==> src/rtl/irrigation_scheduler.sv <==
// Single-valve irrigation sequencer driven by a minute tick: dose, rest and
// low-reservoir lockout. Every output comes from a flop.
module irrigation_scheduler #(
    parameter int unsigned WATER_MIN = 5,
    parameter int unsigned REST_MIN  = 10,
    parameter int unsigned CNT_W     = 6
) (
    input  logic             clock,
    input  logic             reset,
    input  logic             tick_min,
    input  logic             soil_dry,
    input  logic             water_low,
    input  logic             start_manual,
    input  logic             abort,
    output logic             valve,
    output logic             alarm,
    output logic [1:0]       state,
    output logic [CNT_W-1:0] minutes_left,
    output logic             timer_clear,
    output logic [7:0]       dose_count
);

    typedef enum logic [1:0] {
        IDLE     = 2'b00,
        WATERING = 2'b01,
        REST     = 2'b10,
        FAULT    = 2'b11
    } state_e;

    localparam logic [CNT_W-1:0] WATER_LOAD = CNT_W'(WATER_MIN);
    localparam logic [CNT_W-1:0] REST_LOAD  = CNT_W'(REST_MIN);

    state_e           state_q, state_d;
    logic [CNT_W-1:0] minutes_q, minutes_d;
    logic [7:0]       dose_q, dose_d;
    logic             tclr_q, tclr_d;
    logic             valve_q, valve_d;
    logic             alarm_q, alarm_d;

    always_comb begin
        state_d   = state_q;
        minutes_d = minutes_q;
        dose_d    = dose_q;
        tclr_d    = 1'b0;
        unique case (state_q)
            IDLE: begin
                minutes_d = '0;
                if (water_low) begin
                    state_d = FAULT;
                end else if (soil_dry || start_manual) begin
                    state_d   = WATERING;
                    minutes_d = WATER_LOAD;
                    tclr_d    = 1'b1;
                end
            end
            WATERING: begin
                if (water_low) begin
                    state_d   = FAULT;
                    minutes_d = '0;
                end else if (abort) begin
                    state_d   = REST;
                    minutes_d = REST_LOAD;
                    tclr_d    = 1'b1;
                end else if (tick_min) begin
                    // A count of 1 (or a defensive 0) ends the dose instead of underflowing.
                    if (minutes_q > CNT_W'(1)) begin
                        minutes_d = minutes_q - CNT_W'(1);
                    end else begin
                        state_d   = REST;
                        minutes_d = REST_LOAD;
                        dose_d    = dose_q + 8'd1;
                        tclr_d    = 1'b1;
                    end
                end
            end
            REST: begin
                if (water_low) begin
                    state_d   = FAULT;
                    minutes_d = '0;
                end else if (tick_min) begin
                    if (minutes_q > CNT_W'(1)) begin
                        minutes_d = minutes_q - CNT_W'(1);
                    end else begin
                        state_d   = IDLE;
                        minutes_d = '0;
                    end
                end
            end
            FAULT: begin
                minutes_d = '0;
                if (tick_min && !water_low) begin
                    state_d = IDLE;
                end
            end
            default: begin
                state_d   = IDLE;
                minutes_d = '0;
            end
        endcase
        valve_d = (state_d == WATERING);
        alarm_d = (state_d == FAULT);
    end

    always_ff @(posedge clock) begin
        if (!reset) begin
            state_q   <= IDLE;
            minutes_q <= '0;
            dose_q    <= '0;
            tclr_q    <= 1'b0;
            valve_q   <= 1'b0;
            alarm_q   <= 1'b0;
        end else begin
            state_q   <= state_d;
            minutes_q <= minutes_d;
            dose_q    <= dose_d;
            tclr_q    <= tclr_d;
            valve_q   <= valve_d;
            alarm_q   <= alarm_d;
        end
    end

    assign state        = state_q;
    assign minutes_left = minutes_q;
    assign dose_count   = dose_q;
    assign timer_clear  = tclr_q;
    assign valve        = valve_q;
    assign alarm        = alarm_q;

endmodule

==> config.mk <==
export PLATFORM = sky130hd
export DESIGN_NAME = irrigation_scheduler
export DESIGN_NICKNAME = d
export VERILOG_FILES = /design/src/rtl/irrigation_scheduler.sv
export SDC_FILE = /design/constraint.sdc
export NUM_CORES = 1
export LEC_CHECK = 0
export CELL_PAD_IN_SITES_DETAIL_PLACEMENT = 1
export CELL_PAD_IN_SITES_GLOBAL_PLACEMENT = 2
export CORE_UTILIZATION = 30
export DETAILED_ROUTE_END_ITERATION = 8
export MAX_ROUTING_LAYER = met4
export PLACE_DENSITY_LB_ADDON = 0.1
export SLEW_MARGIN = 0
export SYNTH_ARGS = -nofsm -noshare
export SYNTH_HDL_FRONTEND = slang
export SYNTH_SLANG_ARGS = --single-unit
==> constraint.sdc <==
create_clock -name clock -period 3.55 [get_ports clock]
set_input_delay 0.355 -clock clock [delete_from_list [all_inputs] [get_ports clock]]
set_output_delay 0.355 -clock clock [all_outputs]
set_load 0.02 [all_outputs]
=== Word-level counts from Yosys, hierarchy flattened ===
Index checks and enable logic that the tools add are counted.

* Bits of input ports: 7
* Output and inout bits: 19
* Logic and storage cells: 53
* Flip-flop bits (word level): 19

* Mux-type cells: 28
* Eq/ne operators: 7
* Order comparisons: 1
* Bitwise logic cells: 3
* Reductions and logical operators: 6
* Add/subtract/negate cells: 2

{| class="wikitable"
|+ Operators by type and width
! cell !! count
|-
| 2-to-1 mux 6 bit || 7
|-
| one-hot mux 6 bit (4 select lines) || 1
|-
| 2-to-1 mux 2 bit || 10
|-
| adder 8 x 1 -> 8 bit, second input constant || 1
|-
| one-hot mux 2 bit (4 select lines) || 1
|-
| == test 2 bit, second input constant || 3
|-
| > comparator 6 x 1 -> 1 bit, second input constant || 1
|-
| 2-to-1 mux 1 bit || 6
|-
| 2-to-1 mux 3 bit || 2
|-
| subtractor 6 x 1 -> 6 bit, second input constant || 1
|-
| AND reduction 5 bit || 1
|-
| == test 2 x 1 -> 1 bit, second input constant || 2
|-
| != test 4 bit, second input constant || 1
|-
| != test 3 bit, second input constant || 1
|-
| NOT 1 bit || 3
|-
| logical NOT 2 bit || 1
|-
| one-hot mux 1 bit (2 select lines) || 1
|-
| AND reduction 2 bit || 1
|-
| logical AND 1 bit || 1
|-
| logical NOT 1 bit || 1
|-
| logical OR 1 bit || 1
|}

=== Depth between registers and ports, before layout ===
Gate-level depths: netlist (run 1).

* Word-level depth: 7
* Mapped depth: 7
* Mapped depth without buffers: 6

=== Worst setup path after synthesis (run 1) ===
OpenSTA, ideal clock, no wires.

* Path kind: flip-flop to flip-flop
* From: register minutes_q[0] (netlist: minutes_left[0])
* To: register minutes_q[5] (netlist: minutes_left[5])
* Library setup time: 70 ps
* Path slack: 1699 ps
* Path buffers: 1
* Cell stages (with the launch flop): 8
* Data required time: 3480 ps
* Period minus slack after synthesis: 1851 ps
* Arrival: 1781 ps
* Cell sequence: dfxtp_1 -> inv_1 -> ha_1 -> o21ba_1 -> buf_2 -> and2_1 -> or3_1 -> a21oi_1

* Longest elaborated chain between the ends: 6
* Elaborated cells between the ends (all ways): 10
* Those cells by class: 1 x add/sub; 1 x order compare; 8 x mux

{| class="wikitable"
|+ Ends and longest elaborated chain
! item !! RTL line !! RTL
|-
| start, declared || 34 || <nowiki>logic [CNT_W-1:0] minutes_q, minutes_d;</nowiki>
|-
| start signal, assigned || 114 || <nowiki>minutes_q <= minutes_d;</nowiki>
|-
| subtractor 6 x 1 -> 6 bit / > comparator 6 x 1 -> 1 bit (equally long branches) || -- ||
|-
| 2-to-1 mux 6 bit || 66 || <nowiki>if (minutes_q > CNT_W'(1)) begin</nowiki>
|-
| 2-to-1 mux 6 bit || 64 || <nowiki>end else if (tick_min) begin</nowiki>
|-
| 2-to-1 mux 6 bit || 60 || <nowiki>end else if (abort) begin</nowiki>
|-
| 2-to-1 mux 6 bit || 57 || <nowiki>if (water_low) begin</nowiki>
|-
| one-hot mux 6 bit (4 select lines) (*) || 45 || <nowiki>unique case (state_q)</nowiki>
|}

Mark *: on every way between the ends. The rest lies on a longest branch, timed or not. The select of a mux whose other input is x is not followed.
A chain may end at the register's enable or synchronous reset.

=== Worst setup path after layout (run 1) ===
* From: input port water_low
* To: register dose_q[6] (netlist: dose_count[6])

* Longest elaborated chain between the ends: 2

{| class="wikitable"
|+ Ends and longest elaborated chain
! item !! RTL line !! RTL
|-
| start, declared || 12 || <nowiki>input logic water_low,</nowiki>
|-
| NOT 1 bit (no source line) || -- ||
|-
| AND reduction 5 bit (no source line) || -- ||
|-
| end signal, assigned || 115 || <nowiki>dose_q <= dose_d;</nowiki>
|-
| end, declared || 35 || <nowiki>logic [7:0] dose_q, dose_d;</nowiki>
|}

No other way between the ends.

==> results.ini, run 1 <==
[clock_network]
hold_buffers=0
cts_buffers=3
clk_latency_ns=0.30
numClockSinks=19
cts_setup_buffers=0
cts.reportedPaths.clkPinSlew_ns=0.12
clk_path_buf_depth=2
cts-resized-gates=0
htree_levels=1
cts_root_buffer=clkbuf_4
tritoncts=done

[logic_synthesis]
synth_compound_area_frac=0.233
ys_warn_count=0
synth-edff-count=0
synthesis.area_um2=1030
yosys.area.top_type=dfxtp_1
synthMuxAreaShare=0.00972
synth.avg_cell_area_um2=8.95
synth_top_area_frac=0.369
synthTopCellsByArea=dfxtp_1, a21oi_1, ha_1, nand2_1, nor2_1
synth_top_family_by_area=simple AND/OR/NAND/NOR gates
synth_seq_cells=19
synth-seq-area-share=0.369
synth_cell_type_count=45
synth_xor_xnor_area_share=0.0170
synth_async_sr_flop_share=0
syn_nets=125
syn_inst=115
synthSimpleGateAreaFrac=0.288
ys_dominant_reg_cell=dfxtp_1
synthAdderAreaFrac=0.0365

[power_and_ir_drop]
vdd_drop_max_mv=0.130
powerDensity_nw_per_um2=334
power_mw=0.447
leakage_nw=0.456

[placement]
dp_hpwl_um=2060
gp_congestion=0.823
port_buffers=25

[routing]
first_pass_iters=4
vias_per_cell=5.47
drt_iter0_drc=29
wirelength_um=2740
route.detailed.drc=0
routedWlPerCell_um=14.9
ant_nets=0
vias=1006

[final_layout]
antenna_cells=0
syn_to_final_growth_pct=29.9
multi_input_comb_area_um2=602
nFillCells=401
final_cell_mix=clkdlybuf4s50_1, dfxtp_1, a21oi_1, nor2_1, nand2_1
nets=151
seqCellArea_um2=380
drive_above_1_share=0.0643
layout_commonest_cell=clkdlybuf4s50_1

[grt]
grtUsageTotal=0.181
antenna_found_initial=0
busiest_layer=met1
grtUsageMet2=0.251
grt_pass1_vias=995
grt_pass1_wl_um=4810
grt_use_met1=0.255
grt_util_met3=0.0299
grt_max_degree=12
gr-total-overflow=0

[sta]
hold_viol_final=0
finalCriticalPeriod_ns=2.02
maxSlewHeadroom=0.645
setup_viol=0
fmax_mhz=496
tns_ns=0
worstMarginPinSlew_ns=0.526
period_share=0.568
grt_setup_unrepaired=false
final_max_slew_viol_count=0
holdWs_ns=0.482
clock_skew_ns=0.00341

[floorplanning]
fp.dieArea_um2=3670
core_um2=3150
start_util=0.327
die_h_um=60.6
dieWidth_um=60.6
row_count=20
io_pins=26

[critical_path]
r2r-start=minutes_left[0]
path_max_fanout=10
crit_type=in -> reg
endpoint_kind=flip-flop
crit_arrival_ns=2.26
timing.rr.end=dose_count[6]
required_ns=3.80
r2r_cells=6
critPathLaunchType=input port
rrSetupSlack_ns=1.60

[job]
maxCapViolations=0

[hold_path]
min_to=dose_count[7]
hold_class=reg -> reg
hp-start=dose_count[7]
whs_path_depth=2

[run_status]
status=completed

worst max path at each step:
stage,from,end,slack (ns),depth (start not counted)
2_1_floorplan,minutes_left[0],minutes_left[5],1.70,7
3_3_place_gp,water_low,dose_count[4],1.28,5
3_5_place_dp,water_low,dose_count[6],1.21,5
4_1_cts,water_low,dose_count[6],1.54,5
5_1_grt,water_low,dose_count[4],1.45,5
6_report,water_low,dose_count[6],1.53,5
sequential cells by signal (all words and copies together) (netlist names):
name          cells
state             2
timer_clear       1
alarm             1
valve             1
minutes_left      6
dose_count        8
synthesized netlist by cell type (all sizes together), types with 2 or more instances:
library cell / count
o22a: 2
o221ai: 2
nand3: 2
buf: 3
nand2b: 2
or3: 2
inv: 6
dfxtp: 19
a211oi: 2
a21oi: 10
o22ai: 2
xor2: 2
o31ai: 2
o21ai: 2
nor2: 9
and2: 2
or4: 4
nor3: 3
a31oi: 2
nand4: 5
nand2: 9
ha: 3
o21a: 2
final cells by class:
class	count	area share
sequential	19	0.284
timing repair buffer	25	0.187
tap	44	0.0412
multi-input combinational	86	0.450
clock buffer	3	0.0168
clock inverter	1	0.00374
inverter	6	0.0168
layer usage:
layer,part of all wire,routed length (um)
met5,0,0
met2,0.44,1220
met1,0.51,1410
met4,0.015,42
met3,0.028,76
kinds of logic (layout without fill, tap and decap cells):
group | Yosys count | count (layout)
adder cells (fa/ha/maj) | 3 | 3
AO/OA/AOI/OAI | 34 | 34
flip-flops | 19 | 19
XOR/XNOR | 2 | 2
AND/OR/NAND/NOR | 46 | 46
buffers and inverters | 10 | 35
multiplexers | 1 | 1
worst max-delay path, stage by stage:
cell	delay [ns]
clkdlybuf4s50_1	0.63
nor4b_4	0.41
nand4_4	0.19
or4_1	0.52
a21oi_1	0.14
through the flow:
stage	std cells	utilization	setup slack, ns	area (um2)
CTS	184	0.424	1.54	1340
global placement	180	0.415	1.28	1310
floorplan	115	-	1.70	1030
global route	184	0.424	1.45	1340
finish	184	0.424	1.53	1340
detailed placement	180	0.415	1.21	1310
power breakdown:
group	total, mW	switching [mW]	internal, mW	leakage [nW]
registers	0.231	0.0104	0.221	0.155
logic	0.102	0.0571	0.0446	0.284
clock network	0.114	0.0724	0.0420	0.0177
Note: power is estimated with default switching activity, not from simulation.
==> inputs of run 2 (changes only) <==
- CORE_UTILIZATION: 30 -> 25
- clock period: 3.55 -> 1.7 ns (I/O delays scaled with it)
==> run 2 against run 1 <==
Effect of this change: clock skew grew 0.0078 ns; combinational power grew to 2.7 times the previous value; critical endpoint is now dose_count[4]; clock power grew to 3.0 times the previous value; hold slack gained 0.016 ns; design area grew 19%; die area grew 19%; worst setup slack lost 1.5 ns; register-to-register slack lost 1.5 ns.
==> results.ini, run 2 (synthesis gave the netlist of run 1 again) <==
[power_and_ir_drop]
leakage_nw=0.586  ; +29%
powerDensity_nw_per_um2=684  ; +100%
vdd_drop_max_mv=0.224  ; +72%
power_mw=1.09  ; +140%

[routing]
vias=1085  ; +7.9%
first_pass_iters=3  ; -1
ant_nets=0  ; unchanged
route.detailed.drc=0  ; unchanged
drt_iter0_drc=49  ; +69%
vias_per_cell=5.14  ; -5.9%
routedWlPerCell_um=15.7  ; +5.2%
wirelength_um=3310  ; +21%

[critical_path]
timing.rr.end=dose_count[4]
path_delay_family=simple AND/OR/NAND/NOR gates
slowest_delay_ns=0.50  ; -0.13 ns
rrSetupSlack_ns=0.06  ; -1.54 ns
crit_type=reg -> reg
r2r_cells=6  ; unchanged
path_depth=6  ; +1
critPathLaunchType=flip-flop
required_ns=1.91  ; -1.89 ns
crit_chain=inv_2 -> ha_2 -> o21ba_4 -> nand4_4 -> or4_4 -> a21oi_1
critPathBufInv=1  ; unchanged
cp-startpoint=minutes_left[1]
path_max_fanout=7  ; -3
r2r-start=minutes_left[1]
cp_slowest_cell=or4_4
endpoint_kind=flip-flop
crit_arrival_ns=1.84  ; -0.42 ns

[final_layout]
nFillCells=472  ; +18%
syn_to_final_growth_pct=54.3
drive_above_1_share=0.282  ; +0.218
post-route-util=0.418  ; -0.00589
final_cell_mix=clkdlybuf4s50_1, buf_4, dfxtp_1
antenna_cells=0  ; unchanged
layout_commonest_cell=clkdlybuf4s50_1
largest_reg_flops=8  ; unchanged
nets=174  ; +15%

[job]
maxCapViolations=0  ; unchanged

[placement]
pre_cts_ws_ns=-0.227  ; -1.44 ns
port_buffers=25  ; unchanged
dp_hpwl_um=2550  ; +23%
gp_congestion=0.767  ; -6.8%

[clock_network]
clk_path_buf_depth=2  ; unchanged
cts_buffers=3  ; unchanged
htree_levels=1  ; unchanged
hold_buffers=0  ; unchanged
tritoncts=done
numClockSinks=19  ; unchanged
cts_root_buffer=clkbuf_8
clk_latency_ns=0.27  ; -0.03 ns
cts.reportedPaths.clkPinSlew_ns=0.09  ; -0.03 ns

[sta]
grt_setup_unrepaired=true
final_max_slew_viol_count=0  ; unchanged
maxSlewHeadroom=0.750  ; +0.105
tns_ns=0  ; unchanged
hold_viol_final=0  ; unchanged
fmax_mhz=611
period_share=0.962
worstMarginPinSlew_ns=0.372  ; -0.155 ns
timing.final.ws_setup_ns=0.0644  ; -1.47 ns
finalCriticalPeriod_ns=1.64
setup_viol=0  ; unchanged
clock_skew_ns=0.0112  ; +0.00776 ns
holdWs_ns=0.498  ; +0.0164 ns

[floorplanning]
fp.dieArea_um2=4380  ; +19%
core_um2=3800  ; +20%
start_util=0.271  ; -0.0555
row_count=22  ; +10%
dieWidth_um=66.2  ; +9.2%
io_pins=26  ; unchanged
die_h_um=66.2  ; +9.2%

[grt]
antenna_found_initial=0  ; unchanged
grt_pass1_vias=1141  ; +15%
grtUsageTotal=0.178  ; -0.00277
gr-total-overflow=0  ; unchanged
grt_pass1_wl_um=5600  ; +16%
grt_max_degree=12  ; unchanged

[run_status]
status=completed

[hold_path]
hp-start=dose_count[7]
whs_path_depth=2  ; unchanged
hold_class=reg -> reg
min_to=dose_count[7]

[run 2: where the power goes]
part	total, mW	leakage (nW)	switching, mW	internal (mW)
Clock	0.337	0.0255	0.173	0.164
Sequential	0.477	0.156	0.0170	0.460
Combinational	0.272	0.405	0.137	0.135
Total	1.09	0.586	0.327	0.759
[run 2: repair_timing]
item                       4_1_cts  5_1_grt
pin swaps                        0        2
buffers inserted                 0        1
resized for setup                5        9
setup endpoints to repair       12        9
[run 2: per-stage QoR]
step / std cells / cell area (um2)
2_1_floorplan: 115 / 1040
3_3_place_gp: 206 / 1490
3_5_place_dp: 206 / 1490
4_1_cts: 210 / 1550
5_1_grt: 211 / 1590
6_report: 211 / 1590
[run 2: worst reg2reg max path, stage by stage (launching register included)]
cell and delay, ns:
dfxtp_2 0.33, inv_2 0.08, ha_2 0.19, o21ba_4 0.20, nand4_4 0.13, or4_4 0.50, a21oi_1 0.14
[run 2: cell type report]
class | instances | area (um2) | share of cell area
multi-input combinational | 86 | 648 | 0.408
timing repair buffer | 48 | 427 | 0.269
sequential | 19 | 385 | 0.243
tap | 48 | 60.1 | 0.0378
clock buffer | 3 | 41.3 | 0.0260
inverter | 6 | 22.5 | 0.0142
clock inverter | 1 | 5.00 | 0.00315
[run 2: how the worst max path moves through the flow]
stage,endpoint,slack [ns]
final,dose_count[4],0.06
after global routing,dose_count[6],-0.01
after CTS,alarm,0.02
after detailed placement,dose_count[4],-0.23
after global placement,dose_count[6],-0.16
after floorplan,minutes_left[5],-0.003
[run 2: metal layers]
metal	track usage	routed length (um)	vias up
met1	0.201	1460	532
li1	-	-	535
met4	0.0665	43	0
met5	-	0	-
met2	0.316	1740	14
met3	0.0276	66	4
==> inputs of run 3 (changes only) <==
- CTS_CLUSTER_DIAMETER: default -> 150
- TNS_END_PERCENT: default -> 5
==> run 3 against run 2 <==
Effect of this change: count of clock-buffer cells in the layout did not move; first-iteration DRC count rose by 4.1%; register-to-register slack got worse by 0.04 ns; clock power barely moved; final cell count fell by 0.47%; hold slack got worse by 0.011 ns; worst setup slack got worse by 0.036 ns; clock skew barely moved; flip-flop and latch count did not move; die area did not move; highest routed layer unchanged.
==> results.ini, run 3 (synthesis gave the netlist of run 1 again) <==
[run_status]
status=completed

[floorplanning]
core_um2=3800  ; unchanged
row_count=22  ; unchanged
io_pins=26  ; unchanged
die_h_um=66.2  ; unchanged
fp.dieArea_um2=4380  ; unchanged
start_util=0.271  ; unchanged
dieWidth_um=66.2  ; unchanged

[routing]
routedWlPerCell_um=15.7  ; +0.42%
route.detailed.drc=0  ; unchanged
wirelength_um=3310  ; about the same
drt_iter0_drc=51  ; +4.1%
vias_per_cell=5.12  ; -0.45%
first_pass_iters=3  ; unchanged
ant_nets=0  ; unchanged
vias=1075  ; -0.92%

[clock_network]
htree_levels=1  ; unchanged
clk_latency_ns=0.27  ; about the same
tritoncts=done
clk_path_buf_depth=2  ; unchanged
cts_buffers=3  ; unchanged
cts.reportedPaths.clkPinSlew_ns=0.09  ; about the same
cts_root_buffer=clkbuf_8
numClockSinks=19  ; unchanged

[critical_path]
crit_chain=inv_1 -> ha_2 -> o21ba_4 -> nand4_4 -> or4_4 -> a21oi_1
required_ns=1.91  ; about the same
critPathLaunchType=flip-flop
critPathBufInv=1  ; unchanged
endpoint_kind=flip-flop
slowest_delay_ns=0.50  ; about the same
crit_arrival_ns=1.88  ; +0.04 ns
path_max_fanout=7  ; unchanged
cp_slowest_cell=or4_4
r2r_cells=6  ; unchanged
path_depth=6  ; unchanged
path_delay_family=simple AND/OR/NAND/NOR gates
crit_type=reg -> reg

[final_layout]
syn_to_final_growth_pct=53.0
antenna_cells=0  ; unchanged
seqCellArea_um2=385  ; unchanged
final_cell_mix=clkdlybuf4s50_1, buf_4, dfxtp_1
nets=173  ; -0.57%
largest_reg_flops=8  ; unchanged
layout_commonest_cell=clkdlybuf4s50_1
nFillCells=474  ; +0.42%
multi_input_comb_area_um2=642  ; -0.97%
drive_above_1_share=0.265  ; -0.0168

[placement]
gp_congestion=0.767  ; unchanged
pre_cts_ws_ns=-0.227  ; unchanged
dp_hpwl_um=2550  ; unchanged
port_buffers=25  ; unchanged

[sta]
timing.final.ws_setup_ns=0.0281  ; -0.0362 ns
clock_skew_ns=0.0114  ; +0.000241 ns
maxSlewHeadroom=0.750  ; about the same
period_share=0.983  ; +0.0213
setup_viol=0  ; unchanged
tns_ns=0  ; unchanged
grt_setup_unrepaired=true
finalCriticalPeriod_ns=1.67  ; +0.0362 ns
worstMarginPinSlew_ns=0.372  ; +0.00000310 ns
fmax_mhz=598  ; -2.2%
hold_viol_final=0  ; unchanged
final_max_slew_viol_count=0  ; unchanged

[grt]
antenna_found_initial=0  ; unchanged
grt_pass1_wl_um=5600  ; unchanged
grtUsageTotal=0.178  ; unchanged
gr-total-overflow=0  ; unchanged
grt_max_degree=12  ; unchanged
grt_pass1_vias=1141  ; unchanged

[power_and_ir_drop]
switching_power_mw=0.326  ; -0.38%
switching_share=0.301  ; about the same
p_comb_frac=0.248  ; -0.002
vdd_drop_max_mv=0.224  ; -0.14%
internal-power_mw=0.756  ; -0.35%
power_mw=1.08  ; -0.36%
pwr-share-seq=0.441  ; about the same
leakage_nw=0.582  ; -0.77%
clkPwrFrac=0.311  ; about the same
powerDensity_nw_per_um2=687  ; +0.51%

[hold_path]
whs_path_depth=2  ; unchanged
hold_class=reg -> reg

[job]
maxCapViolations=0  ; unchanged

==> run 3: worst reg2reg max path: cells and delay by family, from the launching register on <==
kind	cells	cell delay (ns)
AO/OA/AOI/OAI	2	0.34
adder cells (fa/ha/maj)	1	0.20
flip-flops	1	0.36
buffers and inverters	1	0.09
AND/OR/NAND/NOR	2	0.63
==> run 3: power by group through the flow <==
stage | clock network, mW | registers [mW] | logic (mW)
floorplan | 0 | 0.507 | 0.121
finish | 0.337 | 0.477 | 0.268
detailed placement | 0 | 0.488 | 0.255
global placement | 0 | 0.487 | 0.253
CTS | 0.344 | 0.478 | 0.263
global route | 0.362 | 0.481 | 0.294
==> run 3: routing by layer <==
metal | vias to the layer above | wire length (um) | global-route usage | part of all wire
met4 | 0 | 43 | 0.0665 | 0.013
met1 | 525 | 1450 | 0.201 | 0.44
li1 | 532 | - | - | -
met3 | 4 | 66 | 0.0276 | 0.020
met2 | 14 | 1740 | 0.316 | 0.53
met5 | - | 0 | - | 0
==> run 3: area by class of cell <==
class,count,share of cell area
Clock buffer,3,0.0262
Clock inverter,1,0.00318
Inverter,6,0.0143
Multi-Input combinational cell,86,0.407
Sequential cell,19,0.245
Tap cell,48,0.0381
Timing Repair Buffer,47,0.266
==> run 3: what timing repair did <==
item | 4_1_cts | 5_1_grt
setup buffers | 0 | 0
hold buffers | 0 | 0
pin swaps | 0 | 2
resized for setup | 5 | 7
cloned | 0 | 0
setup endpoints to repair | 12 | 9
==> run 3: worst paths after layout <==
kind | startpoint | endpoint | slack [ns]
setup / recovery | minutes_left[0] | dose_count[4] | 0.03
hold / removal | dose_count[7] | dose_count[7] | 0.49
setup reg to reg | minutes_left[0] | dose_count[4] | 0.03
hold reg to reg | dose_count[7] | dose_count[7] | 0.49
==> run 3: stage by stage <==
step           utilization  instance area (um2)  cells  hold WS, ns
3_3_place_gp         0.391                 1490    206        0.462
3_5_place_dp         0.391                 1490    206        0.476
6_report             0.415                 1580    210        0.487
2_1_floorplan            -                 1040    115        0.373
5_1_grt              0.415                 1580    210        0.513
4_1_cts              0.407                 1550    210        0.489
